File: src/rtl/ls_down_counter_casc_pkg.sv
// Shared constants and helpers for the cascadable down counter.
// Latency: none (compile-time constants and functions only).
// Backpressure: not applicable.
// Contents: NIBBLE_W slice width, MAX_W upper width bound,
//           nslice() slice-count rule, all_ones() all-ones constant helper.
package ls_down_counter_casc_pkg;

  localparam int unsigned NIBBLE_W = 4;
  localparam int unsigned MAX_W    = 64;

  // Number of 4-bit slices needed for a counter of the given width.
  function automatic int unsigned nslice(input int unsigned width);
    return width / NIBBLE_W;
  endfunction

  // All-ones value for a counter of the given width, zero-extended to MAX_W.
  function automatic logic [MAX_W-1:0] all_ones(input int unsigned width);
    logic [MAX_W-1:0] v;
    v = '0;
    for (int unsigned i = 0; i < MAX_W; i++) begin
      if (i < width) v[i] = 1'b1;
    end
    return v;
  endfunction

endpackage

File: src/rtl/ls_down_nibble.sv
// 4-bit synchronous presettable down-counter slice with local borrow out.
// Latency: Q updates one CLK edge after LOAD_n/ENP/ENT are sampled; BO is combinational.
// Backpressure: none; ENP & ENT stall the slice, LOAD_n overrides both.
// Ports: CLK, CLR_n (async active-low), D (preset), LOAD_n, ENP, ENT in;
//        Q (registered count), BO = (Q==0) & ENT out.
module ls_down_nibble
  import ls_down_counter_casc_pkg::*;
(
  input  logic                CLK,
  input  logic                CLR_n,
  input  logic [NIBBLE_W-1:0] D,
  input  logic                LOAD_n,
  input  logic                ENP,
  input  logic                ENT,
  output logic [NIBBLE_W-1:0] Q,
  output logic                BO
);

  always_ff @(posedge CLK or negedge CLR_n) begin
    if (!CLR_n) begin
      Q <= '0;
    end else if (!LOAD_n) begin
      Q <= D;
    end else if (ENP && ENT) begin
      // Decrementing 0 wraps to F, which is what the next-higher slice
      // expects when it takes the borrow on this same edge.
      Q <= Q - 1'b1;
    end
  end

  // Borrow is qualified by ENT so chaining BO->ENT gives ENT & all-lower-zero.
  assign BO = (Q == '0) && ENT;

endmodule

File: src/rtl/ls_down_counter_casc.sv
// Cascadable presettable binary down counter (timer/divider) built from 4-bit slices.
// Latency: Q and TC_PULSE update one CLK edge after the qualifier; RBO is combinational.
// Backpressure: none; ENP & ENT stall counting, RBO follows ENT so external cascades stall too.
// Ports: CLK, CLR_n (async active-low), D (preset), LOAD_n, ENP, ENT in;
//        Q (registered), RBO = (Q==0) & ENT, TC_PULSE (1-cycle pulse after leaving zero) out.
module ls_down_counter_casc
  import ls_down_counter_casc_pkg::*;
#(
  parameter int unsigned WIDTH       = 4,
  parameter bit          AUTO_RELOAD = 1'b0
) (
  input  logic             CLK,
  input  logic             CLR_n,
  input  logic [WIDTH-1:0] D,
  input  logic             LOAD_n,
  input  logic             ENP,
  input  logic             ENT,
  output logic [WIDTH-1:0] Q,
  output logic             RBO,
  output logic             TC_PULSE
);

  localparam int unsigned      NSLICE   = nslice(WIDTH);
  localparam logic [WIDTH-1:0] ALL_ONES = WIDTH'(all_ones(WIDTH));

  if (WIDTH == 0 || (WIDTH % NIBBLE_W) != 0 || WIDTH > MAX_W) begin : g_bad_width
    $error("ls_down_counter_casc: WIDTH must be a non-zero multiple of 4 and at most 64");
  end

  logic [WIDTH-1:0] preset_reg;
  logic             cnt_en;
  logic             q_zero;
  logic             wrap;
  logic             slice_load_n;
  logic [WIDTH-1:0] slice_d;
  logic [NSLICE:0]  ent_chain;

  assign cnt_en = ENP && ENT;
  assign q_zero = (Q == '0);

  // A count step out of zero is handled by a parallel load of the wrap value
  // (preset or all-ones) rather than by the slices' own decrement, so both
  // AUTO_RELOAD modes share one path and the reload is a single-edge event.
  assign wrap         = LOAD_n && cnt_en && q_zero;
  assign slice_load_n = LOAD_n && !wrap;

  always_comb begin
    slice_d = D;
    if (LOAD_n) begin
      slice_d = AUTO_RELOAD ? preset_reg : ALL_ONES;
    end
  end

  // Internal ripple: slice k sees ENT & borrows of every lower slice.
  assign ent_chain[0] = ENT;

  for (genvar k = 0; k < NSLICE; k++) begin : g_slice
    ls_down_nibble u_nibble (
      .CLK    (CLK),
      .CLR_n  (CLR_n),
      .D      (slice_d[k*NIBBLE_W +: NIBBLE_W]),
      .LOAD_n (slice_load_n),
      .ENP    (ENP),
      .ENT    (ent_chain[k]),
      .Q      (Q[k*NIBBLE_W +: NIBBLE_W]),
      .BO     (ent_chain[k+1])
    );
  end

  // The top slice's borrow is ENT & (whole Q == 0), independent of ENP.
  assign RBO = ent_chain[NSLICE];

  always_ff @(posedge CLK or negedge CLR_n) begin
    if (!CLR_n) begin
      preset_reg <= '0;
      TC_PULSE   <= 1'b0;
    end else begin
      TC_PULSE <= wrap;
      if (!LOAD_n) begin
        preset_reg <= D;
      end
    end
  end

endmodule

File: config.mk
export PLATFORM = sky130hd
export DESIGN_NAME = ls_down_counter_casc
export DESIGN_NICKNAME = d
export VERILOG_FILES = /design/src/rtl/ls_down_counter_casc_pkg.sv /design/src/rtl/ls_down_nibble.sv /design/src/rtl/ls_down_counter_casc.sv
export SDC_FILE = /design/constraint.sdc
export NUM_CORES = 1
export LEC_CHECK = 0
export BUFFER_PORTS_ARGS = -buffer_cell sky130_fd_sc_hd__buf_2
export CORE_AREA = 2 2 39 41
export CTS_CLUSTER_SIZE = 25
export DETAILED_ROUTE_END_ITERATION = 10
export DIE_AREA = 0 0 41 43
export GPL_ROUTABILITY_DRIVEN = 0
export PLACE_DENSITY_LB_ADDON = 0.25
export SLEW_MARGIN = 40
export SYNTH_ARGS = -nofsm -noshare
export SYNTH_HDL_FRONTEND = slang
export SYNTH_HIERARCHICAL = 1
export SYNTH_SLANG_ARGS = --single-unit
File: constraint.sdc
create_clock -name CLK -period 1.2 [get_ports CLK]
set_input_delay 0.12 -clock CLK [delete_from_list [all_inputs] [get_ports CLK]]
set_output_delay 0.12 -clock CLK [all_outputs]
set_load 0.01 [all_outputs]
==> metrics.txt <==
number of global-route vias before repair=331; Die X=between 40 and 50 um; clk_skew=slightly above 0.002 ns; syn_area_per_cell=just over 9 um2; Worst-path clk slew=around 0.040 ns; row cnt=14; Hold WC Path Type=in2reg; internal reg-to-reg setup slack=-0.21 ns; register area share after synthesis=39.7%; Crit. End Element=flop; Final TNS setup=-0.685 ns; Critical Path Start=g_slice[0].u_nibble/Q[0]$_DFFE_PN0P_; post-route cell area=approximately 560 um2; fin crit share=118%; Leak=about 0.26 nW; YS warnings=6; CP Class=reg2reg; flops & latches, synth=5; Hold Crit Start=LOAD_n; Maximum Capacitance Violations=0; clock sink count=5; first-pass GRT wire length=about 1300 um; Filler Cells Inserted=~150; Post-route DRC=0; root buffer cell=clkbuf_4; CTS tree=yes; status=finished with violations; Layout area overhead=79.0%; vias per inst=between 4 and 5; Max clock buf depth=2; hold path cells=2; area of the multi-input gates=216 um2; antenna violations before repair=0; Initial Utilization=a little under a quarter; Worst Hold End=TC_PULSE$_DFF_PN0_; fin nets=between 70 and 80; worst setup margin=-0.211 ns; dpl hpwl=680 um; drt wl/cell=around 11 um; failing checks=negative setup slack; Hold Vio Cnt, Final=0; die footprint=1760 um2; DP Area=slightly below 500 um2; I/O Buffers=14; post-route ant nets=0; RR Endpoint=g_slice[0].u_nibble/Q[3]$_DFFE_PN0P_; max-slew violations=0; unrepaired setup endpoints after global routing=true; WP data required=1.35 ns; via count=approximately 340; Worst R2R Start=g_slice[0].u_nibble/Q[0]$_DFFE_PN0P_; Finish-stage setup viols=5; Register-to-Register Path Depth=3; Final Critical Period=around 1.4 ns; Mapped Nets=45; synthesized cell area=315 um2; Mapped Cells=34; worst slew pin tran=~0.22 ns; Post-Route WL=roughly 830 um; WP buf/inv=0; grt ovf=0; n_diodes=0; Cell Chain, Critical Path=or3_1 > or3_1 > a31oi_1; Core ar.=between 1000 and 1500 um2; Yosys cell types=18; clock latency on the worst-skew pair=between 0.2 and 0.25 ns; VDD IR max=~0.60 mV; share of post-route cells with drive strength above 1=roughly two thirds; Num CTS Buffers=3; drt pass-1 iters=1; critical-path maximum fanout=4; I/O Pins=15; FF+latch area=~130 um2; largest net degree at the start of global routing=7; total power density per cell area=1040 nW/um2; CP max stage delay=between 0.4 and 0.5 ns; CP Data Arrival Time=roughly 1.6 ns; DR iter-0 viols=0; CP most frequent cell=or3_1; die height=roughly 43 um; startpoint types=flop; GRT Overall Usage=10.7%; relative slew slack=between 80% and 90%; FMAX=~710 MHz; slowest CP cell=dfrtp_2; family with the most delay on the worst path=simple AND/OR/NAND/NOR gates; H-tree level count=1
area by class of cell:
class | instances | share of cell area, %
Multi-Input combinational cell | 26 | 38.4
Timing Repair Buffer | 25 | 28.2
Sequential cell | 5 | 22.8
Clock buffer | 4 | 4.66
Tap cell | 16 | 3.55
Inverter | 3 | 2.44
sequential cells by signal (all words and copies together) (netlist names):
name                flops
TC_PULSE                1
g_slice.u_nibble/Q      4
worst max path at each step:
stage                                      endpoint  slack (ns)  depth (start not counted)
2_1_floorplan  g_slice[0].u_nibble/Q[1]$_DFFE_PN0P_       -0.13                          3
3_3_place_gp   g_slice[0].u_nibble/Q[3]$_DFFE_PN0P_       -0.17                          3
3_5_place_dp   g_slice[0].u_nibble/Q[3]$_DFFE_PN0P_       -0.19                          3
4_1_cts                                         RBO       -0.21                          6
5_1_grt                                         RBO       -0.26                          6
6_report       g_slice[0].u_nibble/Q[3]$_DFFE_PN0P_       -0.21                          3
through the flow:
step	cells	total power, mW	hold slack (ns)	utilization, %	worst slack [ns]
floorplan	34	0.272	-0.176	-	-0.134
global placement	72	0.363	-0.0596	34.9	-0.172
detailed placement	72	0.365	-0.0606	34.9	-0.194
CTS	79	0.602	0.194	40.5	-0.206
global route	79	0.636	0.197	40.8	-0.265
finish	79	0.589	0.201	40.8	-0.211
worst register-to-register path, stage by stage (launching register included):
cell,delay (ns)
dfrtp_2,0.43
or3_1,0.39
or3_1,0.31
a31oi_1,0.20
cells by family after synthesis:
family / Yosys count / synth area share (%)
muxes: 2 / 6.75
AOI/OAI and AO/OA: 5 / 8.73
adders and majority gates: 2 / 7.94
buffers and inverters: 3 / 3.57
DFF: 5 / 39.7
xor gates and xnor gates: 2 / 5.56
and+or+nand+nor: 15 / 27.8
cells in the mapped netlist:
master / n / share of area [%]
mux2i_1: 1 / 3.2
dfrtp_1: 5 / 40
a31oi_1: 2 / 4.0
nand2_1: 2 / 2.4
nand3_1: 1 / 1.6
and4_1: 1 / 2.8
a21oi_1: 2 / 3.2
o21ai_0: 1 / 1.6
nor4_2: 1 / 4.0
or2_2: 4 / 7.9
or3_1: 2 / 4.0
mux2_2: 1 / 3.6
xor2_1: 1 / 2.8
inv_1: 3 / 3.6
nor3_1: 1 / 1.6
ha_1: 2 / 7.9
nor2_1: 3 / 3.6
xnor2_1: 1 / 2.8
layout by cell type (no fill, tap or decap), types with 2 or more instances in the layout:
cell / count
dfrtp_1: 2
a21oi_1: 2
or3_1: 2
nor2_1: 2
clkbuf_4: 3
buf_2: 14
buf_4: 9
or2_2: 4
dfrtp_2: 3
metal layers:
metal | GRT usage [%] | routed length, um | vias up
li1 | - | - | 177
met1 | 9.77 | 321 | 156
met2 | 20.0 | 467 | 11
met3 | 4.71 | 43 | 0
met4 | 2.00 | 0 | 0
met5 | 0 | 0 | -
power by group:
group	total (mW)	switching [mW]	internal, mW
Clock	0.192	0.0668	0.126
Sequential	0.208	0.0206	0.187
Combinational	0.189	0.0829	0.106
Total	0.589	0.170	0.419
timing repair:
| item | 4_1_cts | 5_1_grt |
|---|---|---|
| hold endpoints to repair | 5 | 0 |
| hold buffers | 1 | 0 |
| pin swaps | 4 | 3 |
| setup buffers | 2 | 0 |
| resized for setup | 8 | 2 |
| endpoints found under the setup margin | 5 | 5 |
(Power assumes the default switching activity.)
